$ cat config.mk
export PLATFORM = sky130hd
export DESIGN_NAME = instr_fetch_unit
export DESIGN_NICKNAME = d
export VERILOG_FILES = /design/src/rtl/isa_pkg.sv /design/src/rtl/instr_fetch_unit.sv
export SDC_FILE = /design/constraint.sdc
export NUM_CORES = 1
export LEC_CHECK = 0
export ABC_AREA = 1
export CORE_MARGIN = 3
export CORE_UTILIZATION = 38
export DETAILED_ROUTE_END_ITERATION = 8
export PLACE_DENSITY = 0.75
export SETUP_SLACK_MARGIN = 0.1
export SYNTH_ARGS = -nofsm -noshare
export SYNTH_HDL_FRONTEND = slang
export SYNTH_SLANG_ARGS = --single-unit
$ cat constraint.sdc
create_clock -name clk -period 1.2 [get_ports clk]
set_input_delay 0.3 -clock clk [delete_from_list [all_inputs] [get_ports clk]]
set_output_delay 0.3 -clock clk [all_outputs]
set_load 0.005 [all_outputs]
$ cat src/rtl/isa_pkg.sv
`default_nettype none
// ============================================================================
//  Module      : isa_pkg
//  Description : Shared ISA definitions for the fetch stage and its consumers:
//                instruction width, opcode values, instruction field bit
//                positions and the fetch FSM state encoding.
//  Revision    : 1.0 - initial release
// ============================================================================
package isa_pkg;

    localparam int INSTR_W = 16;

    // Opcode values carried in ir[15:12]
    localparam logic [3:0] OP_ADD  = 4'h0;
    localparam logic [3:0] OP_SUB  = 4'h1;
    localparam logic [3:0] OP_AND  = 4'h2;
    localparam logic [3:0] OP_OR   = 4'h3;
    localparam logic [3:0] OP_LDI  = 4'h4;
    localparam logic [3:0] OP_LD   = 4'h5;
    localparam logic [3:0] OP_ST   = 4'h6;
    localparam logic [3:0] OP_BEQ  = 4'h7;
    localparam logic [3:0] OP_JMP  = 4'h8;

    // Instruction field bit positions
    localparam int OPC_HI  = 15;
    localparam int OPC_LO  = 12;
    localparam int RD_HI   = 11;
    localparam int RD_LO   = 9;
    localparam int RS1_HI  = 8;
    localparam int RS1_LO  = 6;
    localparam int RS2_HI  = 5;
    localparam int RS2_LO  = 3;
    localparam int IMM8_HI = 7;
    localparam int IMM8_LO = 0;

    // Fetch FSM state encoding
    localparam int         STATE_W = 2;
    localparam logic [1:0] S_IDLE  = 2'd0;
    localparam logic [1:0] S_FETCH = 2'd1;
    localparam logic [1:0] S_DONE  = 2'd2;

endpackage
`default_nettype wire

$ cat src/rtl/instr_fetch_unit.sv
`default_nettype none
// ============================================================================
//  Module      : instr_fetch_unit
//  Description : Multicycle fetch stage. Owns the PC, reads one instruction
//                word per fetch over a req/ready handshake, holds it in the
//                instruction register and splits it into decode fields.
//  Ports       : clk, reset (async, active-high)
//                fetch_start, pc_load, pc_target       - from control unit
//                mem_req, mem_addr / mem_rdata, mem_ready - memory port
//                pc, ir, opcode, rd, rs1, rs2, imm8     - fetch results
//                ir_valid (1-cycle pulse), busy, fetch_err (sticky timeout)
//  Revision    : 1.0 - initial release
// ============================================================================
module instr_fetch_unit
    import isa_pkg::*;
#(
    parameter int              DATA_W   = 16,
    parameter int              ADDR_W   = 16,
    parameter logic [ADDR_W-1:0] PC_RESET = '0,
    parameter int              PC_STEP  = 2,
    parameter int              TIMEOUT  = 15
) (
    input  logic              clk,
    input  logic              reset,
    input  logic              fetch_start,
    input  logic              pc_load,
    input  logic [ADDR_W-1:0] pc_target,
    output logic              mem_req,
    output logic [ADDR_W-1:0] mem_addr,
    input  logic [DATA_W-1:0] mem_rdata,
    input  logic              mem_ready,
    output logic [ADDR_W-1:0] pc,
    output logic [DATA_W-1:0] ir,
    output logic [3:0]        opcode,
    output logic [2:0]        rd,
    output logic [2:0]        rs1,
    output logic [2:0]        rs2,
    output logic [7:0]        imm8,
    output logic              ir_valid,
    output logic              busy,
    output logic              fetch_err
);

    localparam int CNT_W = $clog2(TIMEOUT + 1);
    localparam logic [CNT_W-1:0]  C_CNT_LAST = CNT_W'(TIMEOUT - 1);
    localparam logic [ADDR_W-1:0] C_PC_STEP  = ADDR_W'(PC_STEP);

    logic [STATE_W-1:0] r_state;
    logic [CNT_W-1:0]   r_cnt;
    logic [ADDR_W-1:0]  r_pc;
    logic [DATA_W-1:0]  r_ir;
    logic               r_mem_req;
    logic               r_ir_valid;
    logic               r_busy;
    logic               r_fetch_err;

    // Single FSM/datapath process. busy is kept as its own register so every
    // output comes straight from a flop rather than from state decode.
    always_ff @(posedge clk or posedge reset) begin
        if (reset) begin
            r_state     <= S_IDLE;
            r_cnt       <= '0;
            r_pc        <= PC_RESET;
            r_ir        <= '0;
            r_mem_req   <= 1'b0;
            r_ir_valid  <= 1'b0;
            r_busy      <= 1'b0;
            r_fetch_err <= 1'b0;
        end else begin
            case (r_state)
                S_IDLE: begin
                    // A same-cycle pc_load redirects the fetch that starts now,
                    // since mem_addr follows the PC register.
                    if (pc_load) begin
                        r_pc <= pc_target;
                    end
                    if (fetch_start) begin
                        r_state     <= S_FETCH;
                        r_mem_req   <= 1'b1;
                        r_busy      <= 1'b1;
                        r_cnt       <= '0;
                        r_fetch_err <= 1'b0;
                    end
                end
                S_FETCH: begin
                    // pc_load is ignored here: the address must stay stable
                    // for the whole request.
                    if (mem_ready) begin
                        r_ir       <= mem_rdata;
                        r_pc       <= r_pc + C_PC_STEP;
                        r_mem_req  <= 1'b0;
                        r_ir_valid <= 1'b1;
                        r_state    <= S_DONE;
                    end else if (r_cnt == C_CNT_LAST) begin
                        r_mem_req   <= 1'b0;
                        r_busy      <= 1'b0;
                        r_fetch_err <= 1'b1;
                        r_state     <= S_IDLE;
                    end else begin
                        r_cnt <= r_cnt + CNT_W'(1);
                    end
                end
                S_DONE: begin
                    // A branch decided on the fresh instruction replaces the
                    // sequential increment written on the previous edge.
                    if (pc_load) begin
                        r_pc <= pc_target;
                    end
                    r_ir_valid <= 1'b0;
                    r_busy     <= 1'b0;
                    r_state    <= S_IDLE;
                end
                default: begin
                    r_state    <= S_IDLE;
                    r_mem_req  <= 1'b0;
                    r_ir_valid <= 1'b0;
                    r_busy     <= 1'b0;
                end
            endcase
        end
    end

    assign mem_req   = r_mem_req;
    assign mem_addr  = r_pc;
    assign pc        = r_pc;
    assign ir        = r_ir;
    assign ir_valid  = r_ir_valid;
    assign busy      = r_busy;
    assign fetch_err = r_fetch_err;

    // Decode fields are pure slices of the instruction register
    assign opcode = r_ir[OPC_HI:OPC_LO];
    assign rd     = r_ir[RD_HI:RD_LO];
    assign rs1    = r_ir[RS1_HI:RS1_LO];
    assign rs2    = r_ir[RS2_HI:RS2_LO];
    assign imm8   = r_ir[IMM8_HI:IMM8_LO];

endmodule
`default_nettype wire

==> key figures <==
Synthesis
  • Cell area after synthesis: 2480 µm²
  • YS warnings: 0
  • Mean Syn Cell Area: 7.58 µm²
  • Synth Register Bits: 42
  • Post-synth EDFFs: 0
  • Top post-synthesis cells by area: dfrtp_1 (42%), nand2_1 (17%), buf_4 (12%)
  • Most used DFF post-synth: dfrtp_1
  • Synthesized Nets: 367
  • Synth cell count leaders: nand2_1 (114), dfrtp_1 (42), buf_4 (38), nor2_1 (30)
  • Register area share after synthesis: 42.4%
  • Cell variety after synth: 27
  • Async SR Flop Fraction: 100%
  • Most frequent cell after synthesis: nand2_1
  • Area leader, netlist: dfrtp_1
  • Cell count after synthesis: 327
  • Post-synth top area share: 42.4%

Status
  • Status: finished, violations left
  • Failing checks: setup timing

Cells and area
  • Layout cells sized above 1: 56.8%
  • Filler cell count in the final layout: 389
  • Fin util: 80.0%
  • Ant. Diodes: 0
  • Net count, final: 548
  • Synth-to-layout area growth: 97.8%

Min path
  • Hold Path Class: in2async

STA
  • Worst-Margin Slew: 0.261 ns
  • Max Clock Skew: 0.0107 ns
  • Tcrit/Tclk final: 122%
  • Fin worst setup slack: -0.263 ns
  • Relative slew slack: 82.5%
  • Period minus WS final: 1.46 ns
  • Final Hold Fails: 0
  • RSZ-0062 raised after global routing: yes
  • Final Setup Violations: 76
  • Total Neg Setup Slack: -5.28 ns
  • Final Max Slew Viols: 0
  • Fmax: 683 MHz

Critical path
  • CP Launch Type: flip-flop
  • Critical Path End Type: flip-flop
  • Required time of the critical path: 1.39 ns
  • Crit path max fanout: 5
  • Crit-path slowest cell: dfrtp_1
  • Crit path DAT: 1.65 ns
  • Crit path kind: reg2reg
  • Most common cell on crit path: nand2_1
  • Worst-path cell chain: buf_4 -> buf_6 -> inv_2 -> nor2_4 -> nand2_2 -> o21bai_1 -> nand3_1 -> nand2_1 -> nand2_1
  • CP max stage delay: 0.38 ns
  • Register-to-register setup slack: -0.26 ns

Detailed routing
  • Total vias in the final route: 2948
  • Vias/cell: 5.05
  • Post-route ant nets: 0
  • TritonRoute pass-1 iters: 5
  • Initial DRC Count: 186
  • WL per Instance: 16.3 µm
  • Drt drc: 0
  • Final wirelength: 9550 µm

Clock tree
  • Worst skew pair latency: 0.30 ns
  • CTS Buffer Depth: 2
  • H-Tree Depth: 2
  • TritonCTS buffer count: 5
  • CTS tree: done
  • Root buf cell: clkbuf_8
  • TritonCTS Sinks: 42
  • CTS clk-pin slew, worst paths: 0.09 ns

Die
  • Rows: 28
  • Starting density of the core: 40.4%
  • Die Width: 86.8 µm
  • Die area: 7530 µm²
  • Die H: 86.8 µm
  • Io pins: 110
  • CORE AREA: 6130 µm²

Power
  • Psw: 4910 µW
  • Internal Power: 7710 µW
  • Comb pwr share: 70.3%
  • Sequential share of power: 20.5%
  • Leakage: 0.00245 µW
  • Clock power frac: 9.2%
  • Power Density: 2570 nW/µm²
  • Net Sw Frac: 38.9%
  • Worst VDD drop: 1630 µV

Placement
  • Placer Congestion: 0.844
  • Dpl hpwl: 5100 µm
  • IO buf count: 109
  • Dpl ws: -0.300 ns

Global routing
  • GRT Max-Usage Layer: met2
  • Met3 Use GR: 6.46%
  • Initial antenna violation count: 0
  • Met2 Use GR: 40.9%
  • Vias in the first global route: 2877
  • Met1 usage: 24.8%
  • Pin count of the biggest net entering global routing: 43
  • First-pass GRT wire length: 13300 µm
  • Total GRT Usage: 22.4%
  • Grt ovf: 0

Run
  • Max-Cap Viols: 0
## placed cells by master (no fill, tap or decap), drive strengths merged, types with 2 or more instances in the layout
cell	count
ha	3
buf	181
nand2	118
clkdlybuf4s50	36
clkinvlp	2
nand4	7
o21bai	2
a21oi	10
o21ai	15
dfrtp	42
inv	25
nand3	20
clkbuf	7
nor2	35
## sequential cells by signal, summed over array words and instances (netlist names)
register / cells
ir: 16
mem_addr: 16
r_cnt: 4
r_state: 2
busy: 1
fetch_err: 1
ir_valid: 1
mem_req: 1
## layer usage
layer / part of all wire [%] / vias up / wire length (µm)
met5: 0 / - / 0
met4: 2.0 / 0 / 192
met3: 8.9 / 27 / 846
met2: 52 / 167 / 4980
met1: 37 / 1396 / 3520
li1: - / 1358 / -
## critical path, delay by kind of cell, from the launching register on
kind	cells	cell delay (ns)
AO/OA/AOI/OAI	1	0.18
AND/OR/NAND/NOR	5	0.48
flip-flops	1	0.38
buffers and inverters	3	0.30
## power groups by stage
stage                     logic (µW)  clock network [µW]  registers (µW)
after floorplan                 2660                   0            2730
after global placement          5380                   0            2690
after detailed placement        5530                   0            2690
after CTS                       7410                1150            2550
after global routing            9480                1230            2660
final                           8870                1160            2590
## worst paths after layout
check / startpoint / endpoint / cells past startpoint
setup reg to reg: mem_addr[1] / mem_addr[10] / 9
hold reg to reg: ir_valid / ir_valid / 2
hold / removal: reset / mem_addr[11] / 3
setup / recovery: mem_addr[1] / mem_addr[10] / 9
max in group asynchronous: reset / r_state[1] / 3
min in group clk: ir_valid / ir_valid / 2
## repair_timing
item | in CTS | in global routing
gates resized for setup | 417 | 94
endpoints found under the setup margin | 115 | 115
hold buffers | 0 | 0
setup buffers | 52 | 20
pin swaps | 30 | 30
gates cloned | 1 | 3
## kinds of logic (layout without fill, tap and decap cells)
family | Yosys count | count (layout) | share of synthesized area (%)
buf+inv | 70 | 252 | 18.1
mux | 1 | 1 | 0.454
compound gates | 30 | 30 | 6.46
flops | 42 | 42 | 42.4
fa+ha+maj | 3 | 3 | 1.51
simple gates | 181 | 181 | 31.1
## stage by stage
step	power, µW	hold slack, ns	cells	instance area (µm²)
2_1_floorplan	5380	0.291	327	2520
3_3_place_gp	8060	0.462	504	3670
3_5_place_dp	8230	0.470	504	3670
4_1_cts	11100	0.410	565	4410
5_1_grt	13400	0.437	584	4900
6_report	12600	0.395	584	4900
## final cells by class
type	count	area (µm²)	share of cell area (%)
clock inverter	2	37.5	0.766
tap	75	93.8	1.91
multi-input combinational	215	1410	28.7
inverter	24	124	2.53
sequential	42	1050	21.5
timing repair inverter	2	22.5	0.459
timing repair buffer	218	2090	42.6
clock buffer	6	72.6	1.48
Power figures use the tool's default switching activity.
